===== config.mk =====
export PLATFORM = sky130hd
export DESIGN_NAME = pipe_ctrl
export DESIGN_NICKNAME = d
export VERILOG_FILES = /design/src/rtl/pipe_ctrl.sv
export SDC_FILE = /design/constraint.sdc
export NUM_CORES = 1
export LEC_CHECK = 0
export CAP_MARGIN = 30
export CORE_ASPECT_RATIO = 0.8
export CORE_MARGIN = 2
export CORE_UTILIZATION = 41
export CTS_CLUSTER_DIAMETER = 150
export DETAILED_ROUTE_END_ITERATION = 7
export PLACE_DENSITY = 0.9
export SYNTH_ARGS = -nofsm -noshare
export SYNTH_HDL_FRONTEND = slang
export SYNTH_SLANG_ARGS = --single-unit

===== constraint.sdc =====
create_clock -name clk -period 2.96 [get_ports clk]
set_clock_uncertainty 0.1 [all_clocks]
set_input_delay 0.296 -clock clk [delete_from_list [all_inputs] [get_ports clk]]
set_output_delay 0.296 -clock clk [all_outputs]
set_load 0.05 [all_outputs]

===== src/rtl/pipe_ctrl.sv =====
// pipe_ctrl: pipeline control for the five-stage CPU.
// Arbitrates ID/EX/MEM stall requests and exception flushes. Sequences
// multi-cycle EX operations with a down-counter. Keeps a saturating count
// of stalled cycles.
module pipe_ctrl #(
    parameter int unsigned CNT_W  = 6,
    parameter int unsigned PERF_W = 32
) (
    input  logic              clk,
    input  logic              rst,
    input  logic              stallreq_id,
    input  logic              stallreq_mem,
    input  logic              ex_mc_start,
    input  logic [CNT_W-1:0]  ex_mc_len,
    input  logic              exc_valid,
    input  logic [31:0]       exc_pc,
    output logic [5:0]        stall,
    output logic              flush,
    output logic [31:0]       new_pc,
    output logic              mc_done,
    output logic              mc_busy,
    output logic [PERF_W-1:0] perf_stall_cycles
);

    localparam logic [1:0] S_IDLE = 2'd0;
    localparam logic [1:0] S_RUN  = 2'd1;
    localparam logic [1:0] S_DONE = 2'd2;

    localparam logic [CNT_W-1:0]  CNT_ONE  = {{(CNT_W-1){1'b0}}, 1'b1};
    localparam logic [PERF_W-1:0] PERF_ONE = {{(PERF_W-1){1'b0}}, 1'b1};

    logic [1:0]       state;
    logic [CNT_W-1:0] cnt;
    logic             ex_stall;

    // EX holds the pipe from the start cycle through the last RUN cycle
    always_comb begin
        ex_stall = ((state == S_IDLE) && ex_mc_start) || (state == S_RUN);
    end

    // Prioritised stall vector and exception redirect
    always_comb begin
        stall  = '0;
        flush  = 1'b0;
        new_pc = '0;
        if (exc_valid) begin
            flush  = 1'b1;
            new_pc = exc_pc;
        end else if (stallreq_mem) begin
            stall = 6'b011111;
        end else if (ex_stall) begin
            stall = 6'b001111;
        end else if (stallreq_id) begin
            stall = 6'b000111;
        end
    end

    // Status outputs; an exception suppresses a pending result
    always_comb begin
        mc_done = (state == S_DONE) && !exc_valid;
        mc_busy = (state != S_IDLE);
    end

    // Multi-cycle sequencer; the unit keeps counting through memory stalls
    always_ff @(posedge clk or negedge rst) begin
        if (!rst) begin
            state <= S_IDLE;
            cnt   <= '0;
        end else if (exc_valid) begin
            state <= S_IDLE;
            cnt   <= '0;
        end else begin
            case (state)
                S_IDLE: begin
                    if (ex_mc_start) begin
                        state <= S_RUN;
                        cnt   <= (ex_mc_len == '0) ? CNT_ONE : ex_mc_len;
                    end
                end
                S_RUN: begin
                    cnt <= cnt - CNT_ONE;
                    if (cnt == CNT_ONE) begin
                        state <= S_DONE;
                    end
                end
                S_DONE: begin
                    if (!stallreq_mem) begin
                        state <= S_IDLE;
                    end
                end
                default: begin
                    state <= S_IDLE;
                    cnt   <= '0;
                end
            endcase
        end
    end

    // Saturating count of cycles with any stage held
    always_ff @(posedge clk or negedge rst) begin
        if (!rst) begin
            perf_stall_cycles <= '0;
        end else if ((stall != '0) && (perf_stall_cycles != '1)) begin
            perf_stall_cycles <= perf_stall_cycles + PERF_ONE;
        end
    end

endmodule


==> summary.md <==
| Metric | Value |
|---|---|
| Status | completed |
| Post-CTS setup buffer count | 0 |
| Post-Syn Area | 0.00246 mm² |
| RSZ-0062 raised after global routing | no |
| Filler instances | 420 |
| Setup TNS | 0 ns |
| Cts bufs inserted | 5 |
| Critical path type | reg -> reg |
| Vias in the first global route | 2262 |
| Flops & latches, synth | 40 |
| Htree depth | 2 |
| Endpoints failing setup | 0 |
| Mapped Avg Cell Area | 9.55 µm² |
| Arrival time at the worst endpoint | 2.65 ns |
| CTS Hold Bufs | 0 |
| Clock Latency Late Sink | 0.29 ns |
| Cells after Synth | 258 |
| Die area | 0.00665 mm² |
| Worst hold path class | in -> async |
| Final hold vios | 0 |
| WL final | 7380 µm |
| IO buf count | 115 |
| Number of library cell types mapped by synthesis | 49 |
| Post-DR vias/cell | 5.11 |
| Syn. warnings | 0 |
| Total number of vias | 2298 |
| Antenna Violating Nets Remaining | 0 |
| Crit-path slowest cell | nor4_4 |
| Die Y | 73.3 µm |
| Pwr dens | 446 mW/mm² |
| Share of the synthesized area in the top cell type | 40.6% |
| Top cells by area, synth | dfrtp_1, and2_1, xor2_1 |
| Startpoint types | register |
| Fmax | 0.388 GHz |
| IO Pins | 117 |
| First-pass GRT wire length | 12000 µm |
| Power, Total | 1.83 mW |
| Crit share post-route | 87.2% |
| Resize count post-CTS | 0 |
| Fin crit period | 2.58 ns |
| Root buf cell | clkbuf_8 |
| Tot GR Track Use | 22.9% |
| Worst slew pin tran | 0.888 ns |
| Worst setup EP type | register |
| Syn-to-layout area delta | 66.9% |
| Total core area | 0.00585 mm² |
| Clock sink count | 40 |
| Pleak | 1.80 nW |
| Drt drc | 0 |
| Num rows | 25 |
| Yosys top cell by area | dfrtp_1 |
| VDD IR max | 548 µV |
| CTS tree | built |
| Net count after synthesis | 305 |
| Gr ovfl total | 0 |
| Post-DP HPWL | 5740 µm |
| Number of enable flip-flop cells after synthesis | 0 |
| Critical-path cell list | ha_1 -> nand3_1 -> nor4_4 -> and4_1 -> nand2b_4 -> mux2_1 |
| WP data required | 3.03 ns |
| Ys flop type | dfrtp_1 |
| Final Net Count | 415 |
| 1st-pass router iterations | 4 |
| RePlAce Congestion | 0.939 |
| Initial antenna violation count | 0 |
| Final WS setup | 0.379 ns |
| Ys async rst share | 100% |
| Commonest cells post-synth | dfrtp_1, and2_1, xor2_1 |
| ANT cells | 0 |
| Layout cells sized above 1 | 16.8% |
| CP max stage delay | 0.51 ns |
| Crit path max fanout | 9 |
| Initial detailed-routing violation count | 121 |
| CTS max path bufs | 2 |
| Worst slew margin | 40.8% |
| Largest net degree at the start of global routing | 41 |
| Clock transition at path regs | 0.07 ns |
| Die X | 90.7 µm |
| Final slew viol count | 0 |
| Initial core utilization | 42.1% |
| Count leader, synth | dfrtp_1 |
| Register area share after synthesis | 40.6% |
| Pre-CTS setup slack | 0.437 ns |
| Drt wl/cell | 16.4 µm |
| Max-Cap Viols | 0 |
-- kinds of logic after synthesis --
kind of cell | share of synthesized area, %
compound gates | 7.21
xor+xnor | 11.7
fa+ha+maj | 1.52
buf+inv | 4.57
flops | 40.6
mux | 1.32
other cells | 0.152
simple gates | 32.9
-- cells in the final DEF (no fill, tap or decap), types with 2 or more instances in the layout --
master,count
nor3_1,15
inv_1,8
dfrtp_1,40
ha_1,3
or3_1,2
nor4_2,2
and4_1,3
clkbuf_8,6
and2_1,35
nand4_1,7
xor2_1,24
nor3b_1,3
a31oi_1,2
nor2b_1,2
a21oi_1,5
o21ai_0,7
clkbuf_1,2
xnor2_1,9
and3_1,3
nor2_1,15
buf_4,3
buf_12,38
and4_4,2
nand3_1,7
clkdlybuf4s50_1,75
nor4_1,6
nand2_1,22
-- flip-flops by register name (all words and copies together) (netlist names) --
signal	count
cnt	6
state	2
perf_stall_cycles	32
-- where the power goes --
group          internal, mW  switching, mW
Combinational         0.327          0.450
Clock                 0.190          0.180
Sequential            0.606         0.0809
-- metrics by stage --
stage          util [%]  std cells  hold WS [ns]  cell area [µm²]
2_1_floorplan         -        258       -0.0996             2460
5_1_grt            70.3        450        0.0935             4110
6_report           70.3        450        0.0232             4110
4_1_cts            70.3        450        0.0575             4110
3_3_place_gp       68.7        442         0.353             4020
3_5_place_dp       68.7        442         0.370             4020
-- layer usage --
layer	GRT usage, %	wire (µm)	share of wire (%)	up-vias
li1	-	-	-	1105
met1	29.2	3130	42	1095
met2	39.1	3620	49	88
met3	6.15	496	6.7	10
met4	6.50	132	1.8	0
met5	0	0	0	-
-- worst paths after layout --
check | from | to | slack [ns] | cells after the start
max in group asynchronous | rst | perf_stall_cycles[16]$_DFFE_PN0P_ | 2.18 | 1
min in group clk | perf_stall_cycles[5]$_DFFE_PN0P_ | perf_stall_cycles[5]$_DFFE_PN0P_ | 0.39 | 1
min | rst | perf_stall_cycles[30]$_DFFE_PN0P_ | 0.02 | 1
max | perf_stall_cycles[0]$_DFFE_PN0P_ | perf_stall_cycles[1]$_DFFE_PN0P_ | 0.38 | 6
max reg2reg | perf_stall_cycles[0]$_DFFE_PN0P_ | perf_stall_cycles[1]$_DFFE_PN0P_ | 0.38 | 6
min reg2reg | perf_stall_cycles[5]$_DFFE_PN0P_ | perf_stall_cycles[5]$_DFFE_PN0P_ | 0.39 | 1
-- layout make-up --
type | count | area (µm²) | area share (%)
timing repair buffer | 117 | 1540 | 37.4
clock buffer | 8 | 90.1 | 2.19
multi-input combinational | 196 | 1350 | 32.8
inverter | 8 | 30.0 | 0.730
tap | 81 | 101 | 2.47
sequential | 40 | 1000 | 24.3
-- worst max-delay path: cells and delay by family (launching register included) --
kind	cells	cell delay (ns)
fa+ha+maj	1	0.21
flops	1	0.43
mux	1	0.33
simple gates	4	1.40
No activity file was read; power rests on OpenSTA's default activity.
